## config.mk

```make
export PLATFORM = sky130hd
export DESIGN_NAME = reg_unit_arbiter_flat
export DESIGN_NICKNAME = d
export VERILOG_FILES = /design/src/rtl/reg_unit_arbiter_if.sv /design/src/rtl/reg_unit_arbiter.sv /design/src/flat_wrapper.sv
export SDC_FILE = /design/constraint.sdc
export NUM_CORES = 1
export LEC_CHECK = 0
export BUFFER_PORTS_ARGS = -buffer_cell sky130_fd_sc_hd__buf_2
export CAP_MARGIN = 10
export CORE_MARGIN = 2
export CORE_UTILIZATION = 23
export CTS_BUF_LIST = sky130_fd_sc_hd__clkbuf_4
export CTS_CLUSTER_DIAMETER = 100
export DETAILED_ROUTE_END_ITERATION = 10
export SYNTH_ARGS = -nofsm -noshare
export SYNTH_HDL_FRONTEND = slang
export SYNTH_SLANG_ARGS = --single-unit
```

## constraint.sdc

```tcl
create_clock -name clk -period 3.8 [get_ports clk]
set_clock_uncertainty 0.05 [all_clocks]
set_input_delay 0.38 -clock clk [delete_from_list [all_inputs] [get_ports clk]]
set_output_delay 0.38 -clock clk [all_outputs]
set_load 0.02 [all_outputs]
```

## src/rtl/reg_unit_arbiter_if.sv

```systemverilog
// Request, response and datapath signals shared between the two requesters,
// the response consumer, the 4-bit register/ALU unit and reg_unit_arbiter.
interface reg_unit_arbiter_if #(
    parameter int DATA_W = 4,
    parameter int CTRL_W = 3
);
    logic              a_valid;
    logic [CTRL_W-1:0] a_op;
    logic [DATA_W-1:0] a_data;
    logic              a_ready;
    logic              b_valid;
    logic [CTRL_W-1:0] b_op;
    logic [DATA_W-1:0] b_data;
    logic              b_ready;
    logic              rsp_valid;
    logic              rsp_ready;
    logic [DATA_W-1:0] rsp_data;
    logic              rsp_id;
    logic [CTRL_W-1:0] dp_control;
    logic [DATA_W-1:0] dp_data_in;
    logic [DATA_W-1:0] dp_data_out;
    logic              busy;

    // Environment side: requesters, response consumer and the unit itself.
    modport master (
        output a_valid, a_op, a_data, b_valid, b_op, b_data, rsp_ready, dp_data_out,
        input  a_ready, b_ready, rsp_valid, rsp_data, rsp_id, dp_control, dp_data_in, busy
    );

    // Arbiter side.
    modport slave (
        input  a_valid, a_op, a_data, b_valid, b_op, b_data, rsp_ready, dp_data_out,
        output a_ready, b_ready, rsp_valid, rsp_data, rsp_id, dp_control, dp_data_in, busy
    );
endinterface

```

## src/rtl/reg_unit_arbiter.sv

```systemverilog
// Round-robin arbiter sharing one register/ALU unit between requesters A and B:
// grant, drive the unit for one cycle, capture its result RESULT_LAT cycles later.
module reg_unit_arbiter #(
    parameter int DATA_W     = 4,
    parameter int CTRL_W     = 3,
    parameter int RESULT_LAT = 1
) (
    input  logic               clk,
    input  logic               rst_n,
    reg_unit_arbiter_if.slave  bus
);
    localparam int CNT_W = 3;

    typedef enum logic [1:0] {
        S_IDLE  = 2'd0,
        S_ISSUE = 2'd1,
        S_WAIT  = 2'd2,
        S_RESP  = 2'd3
    } state_t;

    typedef struct packed {
        logic [CTRL_W-1:0] op;
        logic [DATA_W-1:0] data;
        logic              id;
    } req_t;

    state_t            r_state;
    state_t            w_state_nxt;
    req_t              r_req;
    req_t              w_grant_req;
    logic              r_last_grant;
    logic [CNT_W-1:0]  r_cnt;
    logic              r_rsp_valid;
    logic              r_rsp_id;
    logic [DATA_W-1:0] r_rsp_data;
    logic [1:0]        w_req_valid;
    logic              w_grant;
    logic              w_grant_id;

    // Arbitration: a lone requester wins outright, a tie goes to whoever
    // did not win last. Gated by rst_n so ready stays low while in reset.
    always_comb begin
        w_req_valid = {bus.b_valid, bus.a_valid};
        case (w_req_valid)
            2'b10:   w_grant_id = 1'b1;
            2'b11:   w_grant_id = ~r_last_grant;
            default: w_grant_id = 1'b0;
        endcase
        w_grant          = rst_n && (r_state == S_IDLE) && (|w_req_valid);
        w_grant_req.id   = w_grant_id;
        w_grant_req.op   = w_grant_id ? bus.b_op   : bus.a_op;
        w_grant_req.data = w_grant_id ? bus.b_data : bus.a_data;
    end

    always_comb begin
        w_state_nxt    = r_state;
        bus.a_ready    = 1'b0;
        bus.b_ready    = 1'b0;
        bus.dp_control = '0;
        bus.dp_data_in = '0;
        case (r_state)
            S_IDLE: begin
                if (w_grant) begin
                    w_state_nxt = S_ISSUE;
                    bus.a_ready = ~w_grant_id;
                    bus.b_ready = w_grant_id;
                end
            end
            S_ISSUE: begin
                w_state_nxt    = S_WAIT;
                bus.dp_control = r_req.op;
                bus.dp_data_in = r_req.data;
            end
            S_WAIT: begin
                if (r_cnt == '0) w_state_nxt = S_RESP;
            end
            S_RESP: begin
                if (bus.rsp_ready) w_state_nxt = S_IDLE;
            end
            default: w_state_nxt = S_IDLE;
        endcase
    end

    always_ff @(posedge clk or negedge rst_n) begin
        if (!rst_n) r_state <= S_IDLE;
        else        r_state <= w_state_nxt;
    end

    always_ff @(posedge clk or negedge rst_n) begin
        if (!rst_n) begin
            r_req        <= '0;
            r_last_grant <= 1'b1;
            r_cnt        <= '0;
            r_rsp_valid  <= 1'b0;
            r_rsp_id     <= 1'b0;
            r_rsp_data   <= '0;
        end else begin
            case (r_state)
                S_IDLE: begin
                    if (w_grant) begin
                        r_req        <= w_grant_req;
                        r_last_grant <= w_grant_id;
                    end
                end
                S_ISSUE: r_cnt <= CNT_W'(RESULT_LAT - 1);
                S_WAIT: begin
                    if (r_cnt != '0) begin
                        r_cnt <= r_cnt - CNT_W'(1);
                    end else begin
                        r_rsp_data  <= bus.dp_data_out;
                        r_rsp_id    <= r_req.id;
                        r_rsp_valid <= 1'b1;
                    end
                end
                S_RESP: begin
                    if (bus.rsp_ready) r_rsp_valid <= 1'b0;
                end
                default: ;
            endcase
        end
    end

    assign bus.rsp_valid = r_rsp_valid;
    assign bus.rsp_data  = r_rsp_data;
    assign bus.rsp_id    = r_rsp_id;
    assign bus.busy      = (r_state != S_IDLE);
endmodule

```

## src/flat_wrapper.sv

```systemverilog
// flat-port wrapper written by rule: the top's interface ports become plain ports
module reg_unit_arbiter_flat 
#(
    parameter int DATA_W     = 4,
    parameter int CTRL_W     = 3,
    parameter int RESULT_LAT = 1
)
  (clk, rst_n, bus_a_valid, bus_a_op, bus_a_data, bus_b_valid, bus_b_op, bus_b_data, bus_rsp_ready, bus_dp_data_out, bus_a_ready, bus_b_ready, bus_rsp_valid, bus_rsp_data, bus_rsp_id, bus_dp_control, bus_dp_data_in, bus_busy);
  reg_unit_arbiter_if #(.DATA_W(DATA_W), .CTRL_W(CTRL_W)) bus_i ();
  input  logic clk;
  input  logic rst_n;
  input wire logic [$bits(bus_i.a_valid)-1:0] bus_a_valid;
  input wire logic [$bits(bus_i.a_op)-1:0] bus_a_op;
  input wire logic [$bits(bus_i.a_data)-1:0] bus_a_data;
  input wire logic [$bits(bus_i.b_valid)-1:0] bus_b_valid;
  input wire logic [$bits(bus_i.b_op)-1:0] bus_b_op;
  input wire logic [$bits(bus_i.b_data)-1:0] bus_b_data;
  input wire logic [$bits(bus_i.rsp_ready)-1:0] bus_rsp_ready;
  input wire logic [$bits(bus_i.dp_data_out)-1:0] bus_dp_data_out;
  output wire logic [$bits(bus_i.a_ready)-1:0] bus_a_ready;
  output wire logic [$bits(bus_i.b_ready)-1:0] bus_b_ready;
  output wire logic [$bits(bus_i.rsp_valid)-1:0] bus_rsp_valid;
  output wire logic [$bits(bus_i.rsp_data)-1:0] bus_rsp_data;
  output wire logic [$bits(bus_i.rsp_id)-1:0] bus_rsp_id;
  output wire logic [$bits(bus_i.dp_control)-1:0] bus_dp_control;
  output wire logic [$bits(bus_i.dp_data_in)-1:0] bus_dp_data_in;
  output wire logic [$bits(bus_i.busy)-1:0] bus_busy;
  assign bus_i.a_valid = bus_a_valid;
  assign bus_i.a_op = bus_a_op;
  assign bus_i.a_data = bus_a_data;
  assign bus_i.b_valid = bus_b_valid;
  assign bus_i.b_op = bus_b_op;
  assign bus_i.b_data = bus_b_data;
  assign bus_i.rsp_ready = bus_rsp_ready;
  assign bus_i.dp_data_out = bus_dp_data_out;
  assign bus_a_ready = bus_i.a_ready;
  assign bus_b_ready = bus_i.b_ready;
  assign bus_rsp_valid = bus_i.rsp_valid;
  assign bus_rsp_data = bus_i.rsp_data;
  assign bus_rsp_id = bus_i.rsp_id;
  assign bus_dp_control = bus_i.dp_control;
  assign bus_dp_data_in = bus_i.dp_data_in;
  assign bus_busy = bus_i.busy;
  reg_unit_arbiter #(.DATA_W(DATA_W), .CTRL_W(CTRL_W), .RESULT_LAT(RESULT_LAT)) u_core (.clk(clk), .rst_n(rst_n), .bus(bus_i));
endmodule
```

# Word level (Yosys, flattened, before mapping)
# Cells that the tools add are included.
# W data, S select, Z words.
[word_totals]
in_bits = 23
register_bits = 20
out_inout_bits = 16
wordCells = 55
[op_classes]
bitwise_logic = 3
add_sub_neg = 1
mux = 18
eq_ne = 10
n_reduce_logical = 14
[op_table]
columns = ["op", "n"]
rows = [
  ["$mux W3", 3],
  ["$eq A2 B2 Y1 const B", 4],
  ["$mux W4", 2],
  ["$pmux W2 S4", 1],
  ["$mux W1", 6],
  ["$mux W2", 3],
  ["$ne A2 B1 Y1 const B", 3],
  ["$pmux W3 S2", 1],
  ["$reduce_and A2 Y1", 3],
  ["$reduce_and A3 Y1", 2],
  ["$reduce_bool A2 Y1", 3],
  ["$ne A2 B2 Y1 const B", 2],
  ["$pmux W1 S2", 2],
  ["$logic_not A3 Y1", 1],
  ["$not A1 Y1", 3],
  ["$reduce_bool A3 Y1", 1],
  ["$sub A3 B1 Y3 const B", 1],
  ["$eq A2 B1 Y1 const B", 1],
  ["$logic_and A1 B1 Y1", 2],
  ["$logic_not A2 Y1", 1],
  ["$reduce_or A2 Y1", 1],
]

# Longest topological paths before layout
# Gate-level depths: netlist (run 1).
[logic_depth]
word_depth = 5
mapped_depth = 6
ltp_nobuf = 5

# Worst setup path before layout (run 1)
# No wires, ideal clock.
[synth_path]
path_type = "register -> register"
start = "register u_core.r_state[0]"
end = "register u_core.r_state[1]"
arrival_time_ns = 1.548
slack_ns = 2.075
required_ns = 3.623
setup_time_ns = 0.127
path_stages_with_launch = 6
path_buffers = 1
synth_period_minus_slack_ns = 1.725
path_cell_list = "dfrtp_1 -> inv_1 -> ha_1 -> clkbuf_1 -> a222oi_1 -> mux2_1"
[synth_via]
elab_chain_len = 5
word_cells_on_any_way = 11
cone_classes = "eq/ne (6); mux (1); reduce/logical (4)"
[synth_lines]
columns = ["item", "line_no", "text"]
rows = [
  ["start: declaration", "reg_unit_arbiter.sv:27", "state_t r_state;"],
  ["start signal: assignment", "reg_unit_arbiter.sv:86", "else r_state <= w_state_nxt;"],
  ["$logic_not A2 Y1", "reg_unit_arbiter.sv:49, reg_unit_arbiter.sv:61", ""],
  ["$logic_and A1 B1 Y1 (2 in a row)", "reg_unit_arbiter.sv:49", "w_grant = rst_n && (r_state == S_IDLE) && (|w_req_valid);"],
  ["$ne A2 B1 Y1 (no line)", "--", ""],
  ["$reduce_and A3 Y1 (no line)", "--", ""],
]
# Parallel ways exist; a longest one is shown, timed or not.
# A chain may end at the register's enable or synchronous reset.

# Worst setup path in the final report (run 1)
[layout_path]
start = "input port rst_n"
end = "output port bus_b_ready"
[layout_via]
elab_chain_len = 4
[layout_lines]
columns = ["item", "line_no", "text"]
rows = [
  ["start: declaration", "flat_wrapper.sv:11", "input logic rst_n;"],
  ["$logic_and A1 B1 Y1 (2 in a row)", "reg_unit_arbiter.sv:49", ""],
  ["$mux W1", "reg_unit_arbiter.sv:63", "if (w_grant) begin"],
  ["$mux W1", "reg_unit_arbiter.sv:61", "case (r_state)"],
  ["end: declaration", "flat_wrapper.sv:21", "output wire logic [$bits(bus_i.b_ready)-1:0] bus_b_ready;"],
]
# Every way passes these cells.

==> impl_metrics.env, run 1 <==
export IMPL_diodes=0
export IMPL_die_w_um=70.7
export IMPL_synthArstFlopShare_pct=100
export IMPL_synthFlopType="dfrtp_1"
export IMPL_crit_chain="dlygate4sd3_1 > buf_2 > nand3_1 > a21oi_2 > buf_2"
export IMPL_synth_cell_type_count=26
export IMPL_hold_depth=2
export IMPL_postLayoutCoreUtil_pct=30.9
export IMPL_cts_sinks=20
export IMPL_grt_usage_pct=9.73
export IMPL_drc=0
export IMPL_start_kind="input port"
export IMPL_crit_arrival_ns=2.10
export IMPL_dp_hpwl_mm=1.78
export IMPL_crit_type="input port to output pin"
export IMPL_finalSetupTns_ns=0
export IMPL_vias=829
export IMPL_grt_max_degree=25
export IMPL_start_util_pct=23.6
export IMPL_r2r_slack_ns=1.98
export IMPL_seq_area_frac_synth_pct=49.1
export IMPL_row_count=24
export IMPL_ys_ff_latch=20
export IMPL_synth_most_common_cell="dfrtp_1"
export IMPL_finalSetupViolCount=0
export IMPL_clkLatencyLatePin_ns=0.30
export IMPL_syn_area_mm2=0.00102
export IMPL_rsz0062_at_grt="no"
export IMPL_timing_rr_end="u_core.r_state[1]$_DFFE_PN0P_"
export IMPL_root_buffer="clkbuf_4"
export IMPL_min_path_type="input port to flop"
export IMPL_max_freq_mhz=396
export IMPL_synth_top_area_cell="dfrtp_1"
export IMPL_drv_slew=0
export IMPL_io_buffers=38
export IMPL_post_dp_cell_area_mm2=0.00127
export IMPL_status="completed"
export IMPL_fin_nets=161
export IMPL_pre_cts_ws_ns=1.73
export IMPL_synthTopCellsByArea="dfrtp_1 (47%), ha_1 (8.6%), a221o_1 (6.9%)"
export IMPL_die_area_mm2=0.00499
export IMPL_drive_above_1_share_pct=38.5
export IMPL_hold_viol_final=0
export IMPL_clockBufferDepth=2
export IMPL_synth_edf_count=0
export IMPL_min_to="u_core.bus.rsp_data[0]$_DFFE_PN0P_"
export IMPL_required_ns=3.37
export IMPL_nFillCells=470
export IMPL_worst_pin_slew_ns=0.692
export IMPL_slowest_delay_ns=0.52
export IMPL_cts_htree_levels=1
export IMPL_syn_avg_cell_area_um2=11.6
export IMPL_cts_tree="done"
export IMPL_r2r_cells=4
export IMPL_maxCapViolations=0
export IMPL_grt_pass1_vias=874
export IMPL_avgViaCountPerCell=4.55
export IMPL_cp_slowest_cell="dlygate4sd3_1"
export IMPL_wl_mm=2.31
export IMPL_routabilityCongestion=0.663
export IMPL_critPathTopFamily="buffers and inverters"
export IMPL_period_share_pct=66.5
export IMPL_io_pins=39
export IMPL_synth_warnings=0
export IMPL_vdd_ir_drop_max_uv=183
export IMPL_grt_pass1_wl_mm=3.91
export IMPL_ant_nets=0
export IMPL_powerDensity_mw_per_mm2=719
export IMPL_leakage_uw=0.000711
export IMPL_first_iter_violations=41
export IMPL_startpoint="rst_n"
export IMPL_core_area_mm2=0.00432
export IMPL_syn_inst=88
export IMPL_die_height_um=70.7
export IMPL_cpMostUsedCell="buf_2"
export IMPL_synth_top_cell_area_share_pct=46.5
export IMPL_critPathBufInv=3
export IMPL_first_pass_iters=4
export IMPL_setup_slack_ns=1.27
export IMPL_clk_pin_slew_ns=0.11
export IMPL_syn_num_nets=118
export IMPL_r2r_start="u_core.r_state[0]$_DFFE_PN0P_"
export IMPL_crit_fanout=24
export IMPL_worstHoldStart="bus_dp_data_out[0]"
export IMPL_synthTopCellsByCount="dfrtp_1 (19), and2_1 (8), and3_1 (8)"
export IMPL_numCtsBuffers=3
export IMPL_final_cell_area_mm2=0.00134
export IMPL_syn2layout_area_growth_pct=30.7
export IMPL_overflow=0
export IMPL_wl_per_cell_um=12.7
export IMPL_antenna_found_initial=0
export IMPL_fin_crit_ns=2.53
export IMPL_slew_headroom_pct=53.7
export IMPL_endpoint_kind="output pin"
[per-layer routing]
| metal | vias to the layer above | track usage (%) | part of all wire (%) | wire length [um] |
|---|---|---|---|---|
| met4 | 0 | 3.35 | 1.2 | 27 |
| met1 | 398 | 11.4 | 42 | 962 |
| met2 | 22 | 17.3 | 52 | 1200 |
| met3 | 2 | 2.42 | 5.3 | 123 |
| li1 | 407 | - | - | - |
| met5 | - | 0 | 0 | 0 |
[power breakdown]
part	switching, uW	internal (uW)	total (uW)
sequential	49.2	305	354
clock	64.8	107	171
combinational	243	193	436
total	356	604	961
[what timing repair did]
action / CTS / global route
gates resized for setup: 0 / 0
hold endpoints to repair: 19 / 0
setup buffers: 0 / 0
hold buffers: 1 / 0
[through the flow]
stage | power (uW) | hold WS, ns | instances
2_1_floorplan | 658 | 0.0344 | 88
3_3_place_gp | 778 | 0.314 | 177
3_5_place_dp | 800 | 0.323 | 177
4_1_cts | 979 | 0.247 | 182
5_1_grt | 1030 | 0.231 | 182
6_report | 961 | 0.258 | 182
[layout by cell type, fill, tap and decap left out, drive strengths merged, types with 2 or more instances in the layout]
cell type / instances
buf: 38
a22o: 2
ha: 7
and3: 8
nand2: 2
and2: 8
dfrtp: 19
mux2i: 2
o21ai: 2
a221o: 7
a21oi: 2
clkbuf: 3
a21o: 2
mux2: 7
nand2b: 2
nor2: 3
inv: 7
[worst max-delay path by stage]
stage	end	cells after the start	slack, ns
2_1_floorplan	u_core.r_state[1]$_DFFE_PN0P_	5	2.07
3_3_place_gp	bus_b_ready	4	1.81
3_5_place_dp	u_core.r_state[1]$_DFFE_PN0P_	4	1.73
4_1_cts	bus_b_ready	5	1.22
5_1_grt	bus_b_ready	5	1.09
6_report	bus_b_ready	5	1.27
[final cells by class]
cell class              instances  area, um^2  share of cell area (%)
multi-input cells              60         490                    36.7
clock buffers                   3        22.5                    1.69
repair buffers                 39         200                    15.0
inverters                       7        26.3                    1.97
clock inverters                 1        30.0                    2.25
flip-flops and latches         20         502                    37.5
well taps                      52        65.1                    4.87
[flip-flops by register name, summed over array words and instances, names as in the netlist]
register / cells
u_core.r_last_grant: 1
u_core.bus.rsp_valid: 1
u_core.r_cnt: 3
u_core.bus.rsp_data: 4
u_core.bus.rsp_id: 1
u_core.r_state: 2
u_core.r_req: 8
[logic make-up after synthesis]
family | synth area share [%]
DFF | 49.1
and+or+nand+nor | 14.8
buffers and inverters | 2.94
AOI/OAI and AO/OA | 14.9
adders and majority gates | 8.57
muxes | 9.67
Note: power is estimated with default switching activity, not from simulation.
==> run 2, diff against run 1 <==
- ABC_AREA: not set -> 1
- clock period: 3.8 -> 2.5 ns (I/O delays scaled with it)
==> impl_metrics.env, run 2 <==
export IMPL_synth_warnings=0
export IMPL_synth_top_cell_area_share_pct=43.8
export IMPL_io_buffers=38
export IMPL_finalSetupViolCount=0
export IMPL_ff_latch_area_um2=502
export IMPL_start_kind="flop"
export IMPL_clockBufferDepth=2
export IMPL_syn_avg_cell_area_um2=7.92
export IMPL_cp_depth=7
export IMPL_die_height_um=72.7
export IMPL_wl_mm=2.32
export IMPL_r2r_slack_ns=0.85
export IMPL_syn2layout_area_growth_pct=26.3
export IMPL_vdd_ir_drop_max_uv=323
export IMPL_setup_slack_ns=0.462
export IMPL_dp_hpwl_mm=1.86
export IMPL_synth_adder_area_share_pct=8.07
export IMPL_final_cell_mix="nand2_1 (53), buf_2 (38), inv_1 (23)"
export IMPL_critPathBufInv=3
export IMPL_max_freq_mhz=491
export IMPL_crit_type="flop to output pin"
export IMPL_largest_register="u_core.r_req"
export IMPL_crit_fanout=11
export IMPL_required_ns=2.20
export IMPL_start_util_pct=24.4
export IMPL_hold_viol_final=0
export IMPL_rsz0062_at_grt="no"
export IMPL_overflow=0
export IMPL_die_area_mm2=0.00528
export IMPL_cts_htree_levels=1
export IMPL_antenna_found_initial=0
export IMPL_power_uw=1420
export IMPL_slowest_delay_ns=0.43
export IMPL_grt_pass1_vias=903
export IMPL_avgViaCountPerCell=3.95
export IMPL_synthXorXnorAreaFrac_pct=0.807
export IMPL_fin_crit_ns=2.04
export IMPL_crit_chain="inv_1 > ha_1 > nand2_1 > inv_2 > nand2_4 > nor2_4 > buf_2"
export IMPL_syn_num_nets=167
export IMPL_critPathTopFamily="flip-flops"
export IMPL_drc=0
export IMPL_pre_cts_ws_ns=0.803
export IMPL_diodes=0
export IMPL_io_pins=39
export IMPL_first_pass_iters=4
export IMPL_synthTopCellsByCount="nand2_1 (53), inv_1 (23), dfrtp_1 (19)"
export IMPL_synth_most_common_cell="nand2_1"
export IMPL_period_share_pct=81.5
export IMPL_grt_usage_pct=9.85
export IMPL_core_area_mm2=0.00444
export IMPL_post_cts_buffers=0
export IMPL_multi_input_area_um2=472
export IMPL_synth_top_area_cell="dfrtp_1"
export IMPL_cts_sinks=20
export IMPL_largest_register_ffs=8
export IMPL_r2r_cells=6
export IMPL_nFillCells=496
export IMPL_first_iter_violations=56
export IMPL_cp_slowest_cell="dfrtp_1"
export IMPL_synth_compound_area_share_pct=5.31
export IMPL_powerDensity_mw_per_mm2=1030
export IMPL_grt_pass1_wl_mm=3.93
export IMPL_synth_top_family_by_area="simple AND/OR/NAND/NOR gates"
export IMPL_endpoint_kind="output pin"
export IMPL_mostFrequentLayoutCell="nand2_1"
export IMPL_syn_area_mm2=0.00108
export IMPL_synth_cell_type_count=21
export IMPL_vias=913
export IMPL_synthFlopType="dfrtp_1"
export IMPL_cts_tree="done"
export IMPL_seq_area_frac_synth_pct=46.3
export IMPL_status="completed"
export IMPL_min_path_type="input port to flop"
export IMPL_syn_inst=137
export IMPL_hold_depth=3
export IMPL_hold_ws_ns=0.0863
export IMPL_maxCapViolations=0
export IMPL_drv_slew=0
export IMPL_die_w_um=72.7
export IMPL_numCtsBuffers=3
export IMPL_ant_nets=0
export IMPL_fin_nets=210
export IMPL_yosys_area_share_simple_pct=29.3
export IMPL_crit_arrival_ns=1.74
export IMPL_grt_max_degree=21
export IMPL_ys_ff_latch=20
export IMPL_worst_pin_slew_ns=0.378
export IMPL_clk_pin_slew_ns=0.11
export IMPL_routabilityCongestion=0.803
export IMPL_row_count=24
export IMPL_root_buffer="clkbuf_4"
export IMPL_synthArstFlopShare_pct=100
export IMPL_leakage_uw=0.000820
export IMPL_wl_per_cell_um=10.1
export IMPL_synthMuxAreaShare_pct=0
export IMPL_synthTopCellsByArea="dfrtp_1 (44%), nand2_1 (18%), ha_1 (8.1%)"
export IMPL_synth_edf_count=0
export IMPL_finalSetupTns_ns=0
export IMPL_clkLatencyLatePin_ns=0.30
export IMPL_drive_above_1_share_pct=30.2
export IMPL_slew_headroom_pct=74.7
-- run 2: cell count changes after synthesis, moves of 3 or more --
cell / delta
and3_1: -8
nand2_1: +51
o21ai_1: +4
and2_1: -8
inv_1: +16
or2_2: +3
nand3_1: +10
mux2_2: -6
a221o_1: -7
-- run 2: routing by layer --
metal	global-route usage, %	wire length, um	share of wire, %	vias to the layer above
met4	3.70	34	1.5	0
met3	3.31	144	6.2	4
met5	0	0	0	-
met2	16.4	1020	44	31
li1	-	-	-	495
met1	11.8	1130	49	383
-- run 2: power breakdown --
part           internal [uW]  total (uW)  leakage, uW  switching (uW)
clock                   58.3         159    0.0000154             101
combinational            267         721     0.000554             454
sequential               463         535     0.000250            72.4
total                    788        1420     0.000820             627
-- run 2: worst paths after layout --
| path | from | endpoint |
|---|---|---|
| hold / removal | bus_a_data[1] | u_core.r_req[2]$_DFFE_PN0P_ |
| setup reg to reg | u_core.r_state[0]$_DFFE_PN0P_ | u_core.r_cnt[0]$_DFFE_PN0P_ |
| setup / recovery | u_core.r_state[0]$_DFFE_PN0P_ | bus_a_ready |
| hold reg to reg | u_core.r_last_grant$_DFFE_PN1P_ | u_core.r_last_grant$_DFFE_PN1P_ |
| min in group asynchronous | rst_n | u_core.r_cnt[2]$_DFFE_PN0P_ |
| max in group asynchronous | rst_n | u_core.r_last_grant$_DFFE_PN1P_ |
-- run 2: worst register-to-register path: stages, from the launching register on --
cell and delay (ns):
dfrtp_1 0.43, inv_1 0.12, ha_1 0.32, nand3_1 0.35, nand2_1 0.19, nand2_1 0.06
o21ai_0 0.06
-- run 2: final cells by class --
cell class	count	area share, %
clock buffer	3	1.64
timing repair buffer	41	15.7
clock inverter	1	0.274
multi-input combinational	90	34.4
sequential	20	36.6
inverter	24	6.58
tap	52	4.75
-- run 2: metrics by stage --
step | util (%) | instances | area, um^2
2_1_floorplan | - | 137 | 1080
3_3_place_gp | 30.0 | 226 | 1330
3_5_place_dp | 30.0 | 226 | 1330
4_1_cts | 30.8 | 231 | 1370
5_1_grt | 30.8 | 231 | 1370
6_report | 30.8 | 231 | 1370
-- run 2: what timing repair did --
action	in CTS	in global routing
hold endpoints to repair	19	0
gates resized for setup	0	0
hold buffers	1	0
-- run 2: cell families (layout without fill, tap and decap cells) --
group           after synthesis  after routing
buf+inv                      27             69
simple gates                 73             73
xor+xnor                      1              1
fa+ha+maj                     7              7
flops                        20             20
compound gates                9              9
==> run 3, diff against run 2 <==
- clock period: 2.5 -> 1.87 ns (I/O delays scaled with it)
==> impl_metrics.env, run 3 (synthesis gave the netlist of run 2 again) <==
export IMPL_leakage_uw=0.000834
export IMPL_drive_above_1_share_pct=33.0
export IMPL_finalSetupViolCount=0
export IMPL_diodes=0
export IMPL_min_to="u_core.r_req[2]$_DFFE_PN0P_"
export IMPL_io_buffers=38
export IMPL_crit_type="flop to output pin"
export IMPL_cts_sinks=20
export IMPL_required_ns=1.63
export IMPL_maxCapViolations=0
export IMPL_routabilityCongestion=0.714
export IMPL_row_count=24
export IMPL_wirelength_met1_mm=1.11
export IMPL_maxUsedRoutingLayer="met4"
export IMPL_hold_viol_final=0
export IMPL_dp_hpwl_mm=1.92
export IMPL_crit_arrival_ns=1.53
export IMPL_fin_crit_ns=1.77
export IMPL_status="completed"
export IMPL_first_iter_violations=29
export IMPL_syn2layout_area_growth_pct=29.5
export IMPL_endpoint_kind="output pin"
export IMPL_numCtsBuffers=3
export IMPL_drc=0
export IMPL_setup_slack_ns=0.0986
export IMPL_grt_usage_pct=10.1
export IMPL_die_area_mm2=0.00528
export IMPL_largest_register="u_core.r_req"
export IMPL_period_share_pct=94.7
export IMPL_ant_nets=0
export IMPL_slew_headroom_pct=73.9
export IMPL_hold_depth=3
export IMPL_route_met3_wl_um=150
export IMPL_powerDensity_mw_per_mm2=1390
export IMPL_grt_pass1_vias=953
export IMPL_vias=956
export IMPL_finalSetupTns_ns=0
export IMPL_rsz0062_at_grt="yes"
export IMPL_wl_met2_mm=1.17
export IMPL_vdd_ir_drop_max_uv=589
export IMPL_max_freq_mhz=565
export IMPL_grt_max_degree=21
export IMPL_r2r_start="u_core.r_state[0]$_DFFE_PN0P_"
export IMPL_cts_htree_levels=1
export IMPL_grt_pass1_wl_mm=4.12
export IMPL_clkLatencyLatePin_ns=0.30
export IMPL_start_util_pct=24.4
export IMPL_antenna_found_initial=0
export IMPL_die_height_um=72.7
export IMPL_cts_tree="done"
export IMPL_r2r_cells=6
export IMPL_io_pins=39
export IMPL_timing_rr_end="u_core.r_cnt[1]$_DFFE_PN0P_"
export IMPL_clockBufferDepth=2
export IMPL_ff_latch_area_um2=502
export IMPL_final_cell_mix="nand2_1 (52), buf_2 (37), inv_1 (22)"
export IMPL_worstHoldStart="bus_a_data[1]"
export IMPL_wl_mm=2.44
export IMPL_worst_pin_slew_ns=0.391
export IMPL_drv_slew=0
export IMPL_nFillCells=497
export IMPL_clk_pin_slew_ns=0.11
export IMPL_wl_per_cell_um=10.4
export IMPL_fin_nets=213
export IMPL_avgViaCountPerCell=4.09
export IMPL_min_path_type="input port to flop"
export IMPL_pre_cts_ws_ns=0.219
export IMPL_first_pass_iters=4
export IMPL_overflow=0
export IMPL_largest_register_ffs=8
export IMPL_die_w_um=72.7
export IMPL_crit_fanout=11
export IMPL_start_kind="flop"
export IMPL_r2r_slack_ns=0.29
export IMPL_mostFrequentLayoutCell="nand2_1"
export IMPL_root_buffer="clkbuf_4"
export IMPL_core_area_mm2=0.00444
export IMPL_multi_input_area_um2=482
-- run 3: cell types whose count changed in the layout (fill, tap and decap cells not counted) --
cell     change
nor2_4       +1
ha_2         +1
buf_2        -1
buf_4        +4
ha_1         -1
nand2_1      -1
nor2_2       -1
inv_1        -1
inv_2        +1
nand2_2      +1
-- run 3: worst max path at each step --
stage / start / slack (ns) / endpoint / depth (start not counted)
final: u_core.r_state[1]$_DFFE_PN0P_ / 0.1 / bus_a_ready / 7
after detailed placement: u_core.r_state[0]$_DFFE_PN0P_ / 0.22 / u_core.r_cnt[1]$_DFFE_PN0P_ / 6
after floorplan: u_core.r_state[0]$_DFFE_PN0P_ / 0.44 / u_core.r_req[1]$_DFFE_PN0P_ / 6
after global routing: u_core.r_state[1]$_DFFE_PN0P_ / -0.01 / bus_a_ready / 7
after CTS: u_core.r_state[0]$_DFFE_PN0P_ / 0.01 / bus_b_ready / 5
after global placement: u_core.r_state[0]$_DFFE_PN0P_ / 0.26 / u_core.r_cnt[1]$_DFFE_PN0P_ / 6
-- run 3: worst max-delay path, stage by stage, from the launching register on --
cell and delay [ns]:
dfrtp_1 0.40, inv_1 0.10, ha_2 0.22, nand2_2 0.08
inv_2 0.07, nand2_4 0.10, nor2_4 0.12, buf_4 0.15
-- run 3: metrics by stage --
stage	cells	hold WS, ns	total power, uW	utilization (%)	cell area, um^2
finish	234	0.0319	1960	31.6	1410
global route	234	0.0207	2140	31.6	1410
CTS	234	0.0145	1970	31.3	1390
detailed placement	227	0.169	1720	30.2	1340
global placement	227	0.174	1710	30.2	1340
floorplan	137	-0.159	1440	-	1080
-- run 3: cell type report --
class	count	area share [%]
clock buffer	3	1.60
multi-input combinational	90	34.3
inverter	24	6.41
timing repair buffer	44	17.1
sequential	20	35.7
clock inverter	1	0.267
tap	52	4.63
-- run 3: report_power, final --
group | internal (uW) | switching (uW) | leakage, uW
clock network | 77.7 | 128 | 0.0000154
registers | 619 | 87.9 | 0.000250
logic | 400 | 642 | 0.000568
-- run 3: repair_timing --
action | in CTS | in global routing
endpoints found under the hold margin | 19 | 0
buffers inserted | 2 | 0
hold buffers | 1 | 0
pin swaps | 0 | 0
endpoints found under the setup margin | 2 | 4
resized for setup | 0 | 5
gates cloned | 0 | 0
-- run 3: routing by layer --
metal	up-vias	GRT usage, %
met3	2	3.31
met1	419	11.6
met5	-	0
met2	31	18.2
li1	504	-
met4	0	1.85
